`config.mk`:
```
export PLATFORM = sky130hd
export DESIGN_NAME = fifo_uart_tx
export DESIGN_NICKNAME = d
export VERILOG_FILES = /design/src/rtl/fifo_uart_tx.sv
export SDC_FILE = /design/constraint.sdc
export NUM_CORES = 1
export LEC_CHECK = 0
export CORE_MARGIN = 2
export CORE_UTILIZATION = 35
export CTS_CLUSTER_DIAMETER = 80
export DETAILED_ROUTE_END_ITERATION = 10
export GPL_TIMING_DRIVEN = 0
export MAX_ROUTING_LAYER = met4
export SYNTH_ARGS = -nofsm -noshare
export SYNTH_HDL_FRONTEND = slang
export SYNTH_SLANG_ARGS = --single-unit
```
`constraint.sdc`:
```
create_clock -name clk -period 1.85 [get_ports clk]
set_clock_uncertainty 0.1 [all_clocks]
set_input_delay 0.185 -clock clk [delete_from_list [all_inputs] [get_ports clk]]
set_output_delay 0.185 -clock clk [all_outputs]
set_load 0.1 [all_outputs]
```
`src/rtl/fifo_uart_tx.sv`:
```
`default_nettype none
// +--------------------------------------------------------------------------+
// | fifo_uart_tx : pops bytes from an 8-bit synchronous FIFO and sends each  |
// |                one as a UART frame (start, 8 data LSB-first, [even      |
// |                parity], 1 or 2 stop bits).                              |
// | Revision     : 1.0 - initial release                                     |
// +--------------------------------------------------------------------------+
module fifo_uart_tx #(
  parameter int CLKS_PER_BIT = 16,
  parameter int PARITY_EN    = 0,
  parameter int STOP_BITS    = 1
) (
  input  logic       clk,
  input  logic       reset,
  input  logic       i_fifo_empty,
  output logic       o_fifo_rd_en,
  input  logic [7:0] i_fifo_data,
  output logic       o_tx,
  output logic       o_busy,
  output logic       o_frame_done
);

  // One spare bit so the counter also spans two stop bits.
  localparam int CW = $clog2(CLKS_PER_BIT) + 1;

  localparam logic [CW-1:0] c_BIT_LAST  = CW'(CLKS_PER_BIT - 1);
  localparam logic [CW-1:0] c_STOP_LAST = CW'(STOP_BITS * CLKS_PER_BIT - 1);
  localparam logic [CW-1:0] c_STOP_PRE  = CW'(STOP_BITS * CLKS_PER_BIT - 2);

  typedef enum logic [2:0] {
    S_IDLE   = 3'd0,
    S_FETCH  = 3'd1,
    S_START  = 3'd2,
    S_DATA   = 3'd3,
    S_PARITY = 3'd4,
    S_STOP   = 3'd5
  } state_t;

  state_t          r_state;
  logic [CW-1:0]   r_baud;
  logic [2:0]      r_bit_idx;
  logic [7:0]      r_shift;
  logic            r_parity;
  logic            r_tx;
  logic            r_busy;
  logic            r_frame_done;

  // The pop must reach the FIFO in the IDLE cycle itself so its registered
  // data_out is valid during FETCH; reset gates it so no byte is lost to reset.
  assign o_fifo_rd_en = (r_state == S_IDLE) && !i_fifo_empty && !reset;

  assign o_tx         = r_tx;
  assign o_busy       = r_busy;
  assign o_frame_done = r_frame_done;

  always_ff @(posedge clk) begin
    if (reset) begin
      r_state      <= S_IDLE;
      r_baud       <= '0;
      r_bit_idx    <= '0;
      r_shift      <= '0;
      r_parity     <= 1'b0;
      r_tx         <= 1'b1;
      r_busy       <= 1'b0;
      r_frame_done <= 1'b0;
    end else begin
      case (r_state)
        S_IDLE: begin
          r_tx <= 1'b1;
          if (!i_fifo_empty) begin
            r_state <= S_FETCH;
            r_busy  <= 1'b1;
          end
        end
        S_FETCH: begin
          r_shift   <= i_fifo_data;
          r_parity  <= ^i_fifo_data;
          r_bit_idx <= '0;
          r_baud    <= '0;
          r_tx      <= 1'b0;
          r_state   <= S_START;
        end
        S_START: begin
          if (r_baud == c_BIT_LAST) begin
            r_baud  <= '0;
            r_tx    <= r_shift[0];
            r_state <= S_DATA;
          end else begin
            r_baud <= r_baud + CW'(1);
          end
        end
        S_DATA: begin
          if (r_baud == c_BIT_LAST) begin
            r_baud    <= '0;
            r_shift   <= {1'b0, r_shift[7:1]};
            r_bit_idx <= r_bit_idx + 3'd1;
            if (r_bit_idx == 3'd7) begin
              if (PARITY_EN != 0) begin
                r_tx    <= r_parity;
                r_state <= S_PARITY;
              end else begin
                r_tx    <= 1'b1;
                r_state <= S_STOP;
              end
            end else begin
              r_tx <= r_shift[1];
            end
          end else begin
            r_baud <= r_baud + CW'(1);
          end
        end
        S_PARITY: begin
          if (r_baud == c_BIT_LAST) begin
            r_baud  <= '0;
            r_tx    <= 1'b1;
            r_state <= S_STOP;
          end else begin
            r_baud <= r_baud + CW'(1);
          end
        end
        S_STOP: begin
          r_tx <= 1'b1;
          if (r_baud == c_STOP_LAST) begin
            r_baud       <= '0;
            r_busy       <= 1'b0;
            r_frame_done <= 1'b0;
            r_state      <= S_IDLE;
          end else begin
            r_baud       <= r_baud + CW'(1);
            r_frame_done <= (r_baud == c_STOP_PRE);
          end
        end
        default: begin
          r_state <= S_IDLE;
          r_tx    <= 1'b1;
          r_busy  <= 1'b0;
        end
      endcase
    end
  end

endmodule
`default_nettype wire
```
==> results.md, run 1 <==
Floorplan:
- Pin placement for this block handled 15 I/O pins.
- The initial core utilization is 36.2%.
- The overall die area is 3910 um2.
- The floorplan step defined a core boundary enclosing 3310 um2.
- The vertical die dimension is 62.6 um.
- The die width is 62.6 um.
- The floorplan has 21 rows.

Finish:
- The number of antenna diodes in the final layout is 0.
- Cells fill 45.0% of the core in the end.
- Relative to the synthesized area, the layout overhead comes to 24.1%.
- Fill cells in the final layout number 349.
- The count of placed standard cells in the final layout, fillers left out is 206.
- The final net count is 178.
- The fraction of layout cells with a size suffix above 1 is 19.4%.

Timing:
- The transition time of the tightest slew-check pin is 950 ps.
- The highest attainable clock frequency is 556 MHz.
- The worst path uses 97.1% of the clock period.
- Headroom to the max-slew limit came out at 36.9%.
- The number of pins exceeding their max-slew limit in the final report is 0.
- For the finished layout, the period the worst path requires is 1800 ps.
- The count of endpoints failing hold in the final timing report was 0.
- Setup repair after global routing could not meet its margin everywhere.
- Setup violations remaining at the end of the flow were counted as 0.

Logic synthesis:
- The number of flops mapped to enable cells by yosys is 0.
- Summing the sequential cell areas from Yosys gives 36.7% of the chip area.
- The post-synthesis cell type with the largest combined area is dfxtp_1.
- By area the synthesized netlist is led by dfxtp_1 (37%), ha_1 (6.3%), nand3_1 (5.8%).
- Counting every instance in the synthesized netlist gives 141.
- The fraction of registers with async set or reset after synthesis is 0%.
- The area share of the leading cell type in the synthesized netlist is 36.7%.
- The number of different library cells in the post-synthesis netlist is 36.
- The cell area after synthesis is 1200 um2.
- The mean area per synthesized cell is 8.51 um2.
- The synthesized netlist net count is 158.
- The synthesis-stage register bit count is 22.
- Yosys printed 0 warnings.
- The most used flip-flop cell after synthesis is dfxtp_1.
- Sorting the synthesized cells by how often they occur yields dfxtp_1 (22), nor2_1 (16), nand3_1 (14).
- The most common cell in the synthesized netlist is dfxtp_1.

Pwr:
- The maximum vdd ir drop is 0.268 mV.
- The leakage component of the power is 0.579 nW.
- The final total power is 1.03 mW.
- The power density normalized to cell area is 692 nW/um2.

CTS:
- In this run, CTS created clock tree buffers numbering 3.
- The TritonCTS clock tree is yes.
- The cts-stage hold buffer count is 0.
- The cell sitting at the root of the clock tree is a clkbuf_4.
- The clock latency of the later-clocked register in the worst-skew pair is 310 ps.
- The sink count of the clock tree is 22.
- CTS built an H-tree with a depth of 1.
- Clock-pin slew was measured on the worst setup and hold paths at 110 ps.
- The maximum buffer depth of the clock tree is 2.

Global route:
- The overflow left after global routing is 0.
- The number of global-route vias before repair is 958.
- The pin count of the biggest net entering global routing is 13.
- The number of antenna violations at the first check in global routing is 0.
- The global-route wire length before repair is 4.37 mm.
- Global routing consumed, over all layers together, 14.2% of the routing resources.

Critical path:
- Along the worst path, the maximum fanout reaches 2.
- Together, buffers and inverters on the worst path number 1.
- On the critical path the largest part of the delay comes from buffers and inverters.
- Setup slack on the worst reg-to-reg path comes out at 130 ps.
- The arrival time at the worst endpoint is 1510 ps.
- The slowest stage cell on the critical path is dlygate4sd2_1.
- The endpoint of the most critical register-to-register path is r_bit_idx[0].
- The most critical setup path has its startpoint at o_tx.
- Data on the critical path is required at its endpoint by 1560 ps.
- The worst setup path category is flip-flop to primary output.
- The worst setup path is launched from a flip-flop.
- The number of cells on the worst reg-to-reg path is 6.
- STA classifies the critical path endpoint as a primary output.
- The signal on the critical path passes through dlygate4sd2_1.
- The stage delay of the slowest cell on the critical path is 850 ps.
- The launch instance of the worst register-to-register path is r_baud[1].

Status:
- The run finished with clean final reports.

Flow run:
- The count of maximum capacitance violations is 0.

Route:
- The violation count after the first detailed-routing iteration is 82.
- The via total after detailed routing is 1069.
- Summed over all layers, the routed wires come to 2.57 mm.
- In the routed design, unresolved DRC markers number 0.
- The number of detailed-route iterations in the first pass is 5.
- The average wire per cell in the routed design is 12.5 um.
- The detail route stage leaves a number of antenna-violating nets equal to 0.
- The ratio of routed vias to standard cells is 5.19.

Placement:
- The HPWL after detailed placement is 1.84 mm.
- Port buffering added 14 buffers.
- Once placement completed, the tool counted placed cells totaling 201.
- The final weighted congestion in routability-driven placement is 0.789.

Hold path:
- The worst hold path begins at i_fifo_data[7].
- Counting instances, the worst hold path has a depth of 3.
- The worst hold path terminates at r_shift[7].
- The min-delay analysis places its worst path in the category input port to flip-flop.
cell families after synthesis:
| group | after synthesis | synth area share (%) |
|---|---|---|
| buf+inv | 15 | 7.61 |
| simple gates | 66 | 28.9 |
| mux | 4 | 3.55 |
| compound gates | 28 | 17.0 |
| fa+ha+maj | 6 | 6.26 |
| flops | 22 | 36.7 |
what timing repair did:
item	in CTS	in global routing
resized for setup	13	10
setup endpoints to repair	8	13
pin swaps	1	2
cloned	0	0
setup buffers	2	2
final cells by class:
class	count	area, um2	area share (%)
repair buffers	18	179	12.0
flip-flops and latches	22	445	29.9
plain buffers	8	57.6	3.87
multi-input cells	104	698	46.9
well taps	46	57.6	3.87
clock buffers	4	36.3	2.44
inverters	4	15.0	1.01
registers in the layout, summed over array words and instances, names as in the netlist:
name,count
r_bit_idx,3
r_state,3
o_busy,1
o_tx,1
r_baud,5
o_frame_done,1
r_shift,8
stage by stage:
stage | setup slack [ps] | instance area, um2 | hold WS [ps] | TNS (ps)
6_report | 52.8 | 1490 | 313 | 0
4_1_cts | -19.7 | 1460 | 307 | -19.7
3_5_place_dp | -864 | 1410 | 347 | -898
3_3_place_gp | -841 | 1410 | 348 | -841
2_1_floorplan | -24.3 | 1210 | 157 | -24.3
5_1_grt | -6.45 | 1490 | 310 | -6.45
metal layers:
metal	vias to the layer above	global-route usage [%]	part of all wire (%)	wire length, um
met5	-	-	0	0
met4	0	5.83	1.1	28
met3	4	3.06	4.4	114
met2	19	20.3	46	1190
met1	501	19.5	48	1240
li1	545	-	-	-
layout by cell type, fill, tap and decap left out, types with 2 or more instances in the layout:
cell type / netlist / routed
clkdlybuf4s15_1: 0 / 2
nand2_1: 12 / 12
nor3_1: 5 / 4
ha_2: 0 / 2
a31oi_1: 3 / 3
dfxtp_1: 22 / 20
nor2_1: 16 / 16
clkbuf_1: 4 / 2
inv_1: 4 / 4
mux2i_1: 2 / 2
a311oi_1: 4 / 4
nor2b_1: 2 / 2
nand3b_1: 4 / 4
clkbuf_4: 0 / 4
o21ai_0: 3 / 3
ha_1: 6 / 4
buf_2: 3 / 2
nor2_2: 2 / 2
a21oi_1: 12 / 12
a311oi_2: 2 / 2
mux2_2: 2 / 2
clkdlybuf4s50_1: 0 / 10
buf_4: 2 / 5
nor3b_1: 2 / 2
buf_12: 1 / 2
nand3_1: 14 / 14
where the power goes:
part	total [mW]	switching, mW	internal, mW	leakage, nW
combinational	0.241	0.139	0.102	0.377
sequential	0.522	0.0211	0.500	0.180
clock	0.268	0.148	0.120	0.0210
total	1.03	0.307	0.723	0.579
how the worst max path moves through the flow:
stage,end,slack [ps],depth (start not counted)
after floorplan,o_fifo_rd_en,-20,3
after global routing,o_fifo_rd_en,-6,3
after detailed placement,o_fifo_rd_en,-860,4
after CTS,o_fifo_rd_en,-20,4
final,o_tx,50,1
after global placement,o_fifo_rd_en,-840,4
(Power assumes the default switching activity.)
==> run 2: changes to the inputs <==
Settings changed: PLACE_DENSITY from default to 0.64.
==> run 2 against run 1 <==
Core utilization grew 0.68 points. Clock-buffer cell count shrank 1. Power grew 10%. Highest routed layer unchanged. Wire length grew 0.54%. Die area is the same. Critical path type unchanged. Register-to-register slack gained 30 ps. First-iteration DRC count shrank 3.7%. Combinational power is essentially flat. Via count shrank 1.0%. Sequential power is essentially flat.
==> results.md, run 2 (synthesis gave the netlist of run 1 again) <==
Critical path:
- The launch instance of the worst register-to-register path is r_baud[1].
- The signal on the critical path passes through clkdlybuf4s15_1.
- The worst setup path category is flip-flop to primary output.
- Following the worst setup path forward leads to its endpoint at o_frame_done.
- The peak fanout along the critical path came to 2 (unchanged).
- The register-to-register setup slack was 160 ps (+30 ps).
- The required time at the endpoint of the critical path came to 1560 ps (about the same).
- Tracing the worst setup path back leads to its startpoint at o_frame_done.
- The endpoint of the most critical register-to-register path is r_bit_idx[0].
- The type of element capturing the critical path is a primary output.
- The category of cells accounting for the largest share of critical-path delay is buffers and inverters.
- The number of cells on the worst reg-to-reg path is 6 (unchanged).
- The critical path buffer and inverter count was 1 (unchanged).
- The arrival time at the worst endpoint was 1510 ps (about the same).
- The slowest stage cell on the critical path is clkdlybuf4s15_1.
- The stage delay of the slowest cell on the critical path is 830 ps (-20 ps).
- The worst setup path is launched from a flip-flop.
- The path length in cells of the critical path came to 1 (unchanged).

Finish:
- Relative to the synthesized area, the layout overhead comes to 26.0%.
- The number of flip-flops in the largest register is 8 (unchanged).
- The antenna diode count is 0 (unchanged).
- The library cells used most frequently in the layout, excluding fill and tap cells, are dfxtp_1 (20), nor2_1 (16), nand3_1 (14).
- The utilization after layout is 45.7% (+0.68 points).
- The most common cell after layout, fill and taps aside is dfxtp_1.
- The sequential cell area is 445 um2 (unchanged).
- The post-route standard cell area excluding fillers is 1510 um2 (+1.5%).
- The area of the multi-input gates is 708 um2 (+1.4%).
- The register ranked first by flip-flop count is r_shift.
- The number of filler cells placed in the layout is 337 (-3.4%).
- The fraction of layout cells with a size suffix above 1 is 19.4% (unchanged).
- The final net count is 178 (unchanged).
- The largest registers in the layout are r_shift: 8 flops, r_baud: 5 flops.

Placement:
- The HPWL after detailed placement is 1.78 mm (-3.0%).
- The number of I/O port buffers came to 14 (unchanged).
- The final weighted congestion in routability-driven placement is 0.840 (+6.6%).
- The standard cell area after detailed placement is 1410 um2 (unchanged).

Timing:
- The final critical path time including I/O delays and setup is 1800 ps (+0.706 ps).
- The number of pins exceeding their max-slew limit in the final report is 0 (unchanged).
- The final sum of negative setup slack is 0 ps (unchanged).
- The highest attainable clock frequency is 556 MHz (about the same).
- The relative max-transition margin is 36.5% (-0.40 points).
- The transition time of the tightest slew-check pin is 956 ps (+6.05 ps).
- Setup repair after global routing left no endpoint under its margin.
- The count of endpoints failing hold in the final timing report is 0 (unchanged).
- The tightest hold margin came to 328 ps (+14.6 ps).
- The count of final setup violators is 0 (unchanged).
- The final cycle utilization of the critical path is 97.2% (about the same).

CTS:
- The TritonCTS clock tree is yes.
- The maximum buffer depth of the clock tree is 2 (unchanged).
- The number of H-tree levels is 1 (unchanged).
- The sink count of the clock tree is 22 (unchanged).
- The TritonCTS buffer count is 3 (unchanged).
- The clock-pin slew on the worst setup and hold paths is 130 ps (+20 ps).
- The clock latency of the later-clocked register in the worst-skew pair is 310 ps (about the same).
- The cell chosen for the clock root is clkbuf_4.

Global route:
- The global-route usage over all layers was 14.0% (-0.25 points).
- The overflow left after global routing was 0 (unchanged).
- The global-route wire length before repair is 4.23 mm (-3.2%).
- The pin count of the biggest net entering global routing is 14 (+1).
- The number of global-route vias before repair came to 905 (-5.5%).
- The number of antenna violations at the first check in global routing is 0 (unchanged).

Pwr:
- The power density normalized to cell area is 750 nW/um2 (+8.3%).
- The final total power came to 1.13 mW (+10%).
- The leakage component of the power came to 0.586 nW (+1.3%).
- The maximum vdd ir drop is 0.388 mV (+45%).

Hold path:
- The min-delay analysis places its worst path in the category input port to flip-flop.
- The cell depth of the worst min-delay path is 3 (unchanged).

Route:
- The number of detailed-route iterations in the first pass is 4 (-1).
- The ratio of routed vias to standard cells is 5.14 (-1.0%).
- The via total after detailed routing was 1058 (-1.0%).
- The overall routed net length came to 2.59 mm (+0.54%).
- The average wire per cell in the routed design is 12.6 um (+0.54%).
- The violation count after the first detailed-routing iteration came to 79 (-3.7%).
- The number of DRC violations after detailed routing came to 0 (unchanged).
- The remaining antenna violation count is 0 (unchanged).

Floorplan:
- The area of the core is 3310 um2 (unchanged).
- The number of standard-cell rows in the floorplan is 21 (unchanged).
- The initial core utilization is 36.2% (unchanged).
- The vertical die dimension is 62.6 um (unchanged).
- The overall die area came to 3910 um2 (unchanged).
- The die width is 62.6 um (unchanged).
- The count of boundary I/O pins is 15 (unchanged).

Flow run:
- The count of maximum capacitance violations is 0 (unchanged).

Status:
- The flow ran to the end, and the final reports show no timing, DRC or antenna violations.
-- run 2: cell count changes in the layout (fill, tap and decap cells not counted), sizes merged --
cell	before	now
clkbuf	8	6
buf	9	10
bufinv	0	1
clkdlybuf4s15	2	1
dlygate4sd2	1	2
-- run 2: per-layer routing --
metal | wire (um) | part of all wire (%) | vias up | global-route usage (%)
met5 | 0 | 0 | - | -
met1 | 1180 | 45 | 492 | 17.9
li1 | - | - | 543 | -
met3 | 85 | 3.3 | 4 | 3.24
met4 | 59 | 2.3 | 0 | 7.78
met2 | 1260 | 49 | 19 | 20.3
-- run 2: worst min path at each step --
stage,startpoint,endpoint
after detailed placement,o_busy,o_busy
final,i_fifo_data[1],r_shift[1]
after floorplan,reset,r_shift[1]
after global routing,i_fifo_data[4],r_shift[4]
after global placement,o_busy,o_busy
after CTS,i_fifo_data[1],r_shift[1]
-- run 2: worst min-delay path: stages --
cell             delay, ps
clkdlybuf4s50_1        400
nand2_1                 50
a311oi_1                70
-- run 2: power breakdown --
part / switching [mW] / internal [mW]
Clock: 0.154 / 0.219
Sequential: 0.0209 / 0.500
Combinational: 0.137 / 0.102
-- run 2: cell type report --
cell class	count	share of cell area (%)
plain buffers	8	3.64
clock buffers	3	1.49
clock inverters	1	1.99
inverters	4	0.993
multi-input cells	104	46.9
flip-flops and latches	22	29.5
well taps	46	3.81
repair buffers	18	11.8
-- run 2: repair_timing --
item,CTS,global route
pin swaps,1,3
setup endpoints to repair,6,15
hold buffers,0,0
resized for setup,12,11
buffers inserted,0,4
-- run 2: stage by stage --
stage | std cells | setup WS (ps)
2_1_floorplan | 141 | -24.3
3_3_place_gp | 201 | -829
3_5_place_dp | 201 | -852
4_1_cts | 205 | -27.5
5_1_grt | 206 | 4.55
6_report | 206 | 52.1
==> run 3: changes to the inputs <==
Settings changed: CORE_MARGIN 2 to default, CTS_BUF_LIST from default to sky130_fd_sc_hd__clkbuf_4 sky130_fd_sc_hd__clkbuf_8 sky130_fd_sc_hd__clkbuf_16.
==> run 3 against run 2 <==
Maximum frequency about the same. Sequential share of layout area is 0.88 points higher. Register-to-register slack lost 40 ps. Largest cell class unchanged. Power down 10%.
==> results.md, run 3 (synthesis gave the netlist of run 1 again) <==
Global route:
- The number of antenna violations at the first check in global routing is 0 (unchanged).
- The overflow left after global routing came to 0 (unchanged).
- The pin count of the biggest net entering global routing is 13 (-1).
- The global-route wire length before repair came to 4.04 mm (-4.4%).
- The number of global-route vias before repair is 907 (+0.22%).
- The global-route usage over all layers was 15.3% (+1.3 points).

Finish:
- The utilization after layout is 46.5% (+0.89 points).
- The final net count is 176 (-1.1%).
- The fraction of layout cells with a size suffix above 1 was 17.7% (-1.7 points).
- The number of filler cells placed in the layout was 339 (+0.59%).
- The largest registers in the layout are r_shift: 8 flops, r_baud: 5 flops.
- In the layout the commonest cells are dfxtp_1 (20), nor2_1 (16), nand3_1 (14).
- The antenna diode count was 0 (unchanged).
- Compared with the post-synthesis result, the final layout area differs by 22.3%.
- Leaving out fill and tap cells, the most frequent cell in the layout is dfxtp_1.
- The number of flip-flops in the largest register is 8 (unchanged).
- The register ranked first by flip-flop count is r_shift.
- The post-route standard cell area excluding fillers is 1470 um2 (-2.9%).

Critical path:
- The stage delay of the slowest cell on the critical path is 400 ps (-430 ps).
- The critical path buffer and inverter count is 1 (unchanged).
- The slowest stage cell on the critical path is dfxtp_4.
- The peak fanout along the critical path is 10 (+8).
- STA classifies the critical path startpoint as a flip-flop.
- The type of element capturing the critical path is a primary output.
- The required time at the endpoint of the critical path is 1560 ps (about the same).
- Traced cell by cell, the critical path runs through or3_4 > nor3_4 > buf_12.
- In this design, the largest share of critical-path delay is due to simple AND/OR/NAND/NOR gates.
- The arrival time at the worst endpoint is 1510 ps (about the same).
- The critical path is of the flip-flop to primary output type.

Route:
- The number of DRC violations after detailed routing is 0 (unchanged).
- The violation count after the first detailed-routing iteration is 42 (-47%).
- The number of detailed-route iterations in the first pass is 4 (unchanged).
- The overall routed net length is 2.47 mm (-4.4%).
- The via total after detailed routing came to 1045 (-1.2%).
- The ratio of routed vias to standard cells is 5.17 (+0.73%).
- The average wire per cell in the routed design is 12.2 um (-2.6%).
- The remaining antenna violation count came to 0 (unchanged).

CTS:
- The cell chosen for the clock root is clkbuf_4.
- The clock latency of the later-clocked register in the worst-skew pair is 300 ps (about the same).
- TritonCTS built the clock tree.
- The TritonCTS buffer count is 3 (unchanged).
- The maximum buffer depth of the clock tree came to 2 (unchanged).
- The number of H-tree levels is 1 (unchanged).
- The sink count of the clock tree is 22 (unchanged).
- The clock-pin slew on the worst setup and hold paths is 120 ps (about the same).

Timing:
- The transition time of the tightest slew-check pin is 944 ps (-11.5 ps).
- The highest attainable clock frequency was 556 MHz (about the same).
- The relative max-transition margin came to 37.3% (+0.76 points).
- The count of endpoints failing hold in the final timing report is 0 (unchanged).
- The final cycle utilization of the critical path is 97.2% (about the same).
- The number of pins exceeding their max-slew limit in the final report is 0 (unchanged).
- The final critical path time including I/O delays and setup is 1800 ps (+0.805 ps).
- The count of final setup violators came to 0 (unchanged).

Floorplan:
- The area of the core came to 3150 um2 (-4.8%).
- The count of boundary I/O pins was 15 (unchanged).
- The initial core utilization came to 38.1% (+1.8 points).
- The die width is 60.6 um (-3.2%).
- The overall die area is 3670 um2 (-6.3%).
- The vertical die dimension is 60.6 um (-3.2%).
- The number of standard-cell rows in the floorplan is 20 (-4.8%).

Placement:
- The HPWL after detailed placement came to 1.82 mm (+1.8%).
- The number of I/O port buffers is 14 (unchanged).
- The standard cell area after detailed placement is 1410 um2 (-0.18%).
- The final weighted congestion in routability-driven placement is 0.767 (-8.7%).

Pwr:
- The maximum vdd ir drop was 0.249 mV (-36%).
- The final total power came to 1.02 mW (-10%).
- The leakage component of the power is 0.569 nW (-3.0%).
- The power density normalized to cell area came to 694 nW/um2 (-7.4%).

Hold path:
- In this run the worst hold path is classified as input port to flip-flop.

Status:
- The run finished with clean final reports.

Flow run:
- The count of maximum capacitance violations was 0 (unchanged).
==> run 3: cell count changes in the layout (fill, tap and decap cells not counted), sizes merged <==
cell / change
clkdlybuf4s15: +2
dlygate4sd2: -2
bufinv: -1
buf: -2
clkbuf: +1
==> run 3: final cells by class <==
class                      instances  area [um2]  area share [%]
buffer                             8        55.1            3.75
clock buffer                       4        36.3            2.47
inverter                           4        15.0            1.02
multi-input combinational        104         696            47.4
sequential                        22         445            30.3
tap                               44        55.1            3.75
timing repair buffer              16         165            11.3
==> run 3: power by group <==
part	switching, mW	internal (mW)	total, mW
Combinational	0.135	0.0973	0.233
Clock	0.143	0.120	0.263
Sequential	0.0224	0.500	0.523
==> run 3: routing by layer <==
metal / share of wire [%] / routed length (um) / GRT usage, %
met5: 0 / 0 / -
met4: 0.40 / 10 / 5.84
met3: 3.7 / 92 / 2.56
met2: 46 / 1150 / 23.2
met1: 49 / 1220 / 20.2
==> run 3: what timing repair did <==
action | 4_1_cts | 5_1_grt
pin swaps | 1 | 2
gates resized for setup | 15 | 7
setup endpoints to repair | 6 | 13
cloned | 0 | 0
hold buffers | 0 | 0
setup buffers | 1 | 1
==> run 3: worst paths after layout <==
kind | start | endpoint | slack [ps] | depth (start not counted)
max | r_state[1] | o_fifo_rd_en | 50 | 3
min | i_fifo_data[7] | r_shift[7] | 320 | 3
max reg2reg | r_baud[1] | r_shift[6] | 120 | 6
min reg2reg | o_busy | o_busy | 360 | 2
==> run 3: worst min-delay path: stages <==
cell             delay [ps]
clkdlybuf4s50_1         390
nand2_1                  50
a21oi_1                  50
==> run 3: stage by stage <==
stage | std cells | TNS [ps] | worst slack, ps | hold slack (ps)
2_1_floorplan | 141 | -24.3 | -24.3 | 157
6_report | 202 | 0 | 51.3 | 319
4_1_cts | 204 | 0 | 7.94 | 310
3_5_place_dp | 199 | -896 | -823 | 347
3_3_place_gp | 199 | -821 | -821 | 344
5_1_grt | 202 | -1.59 | -1.59 | 306
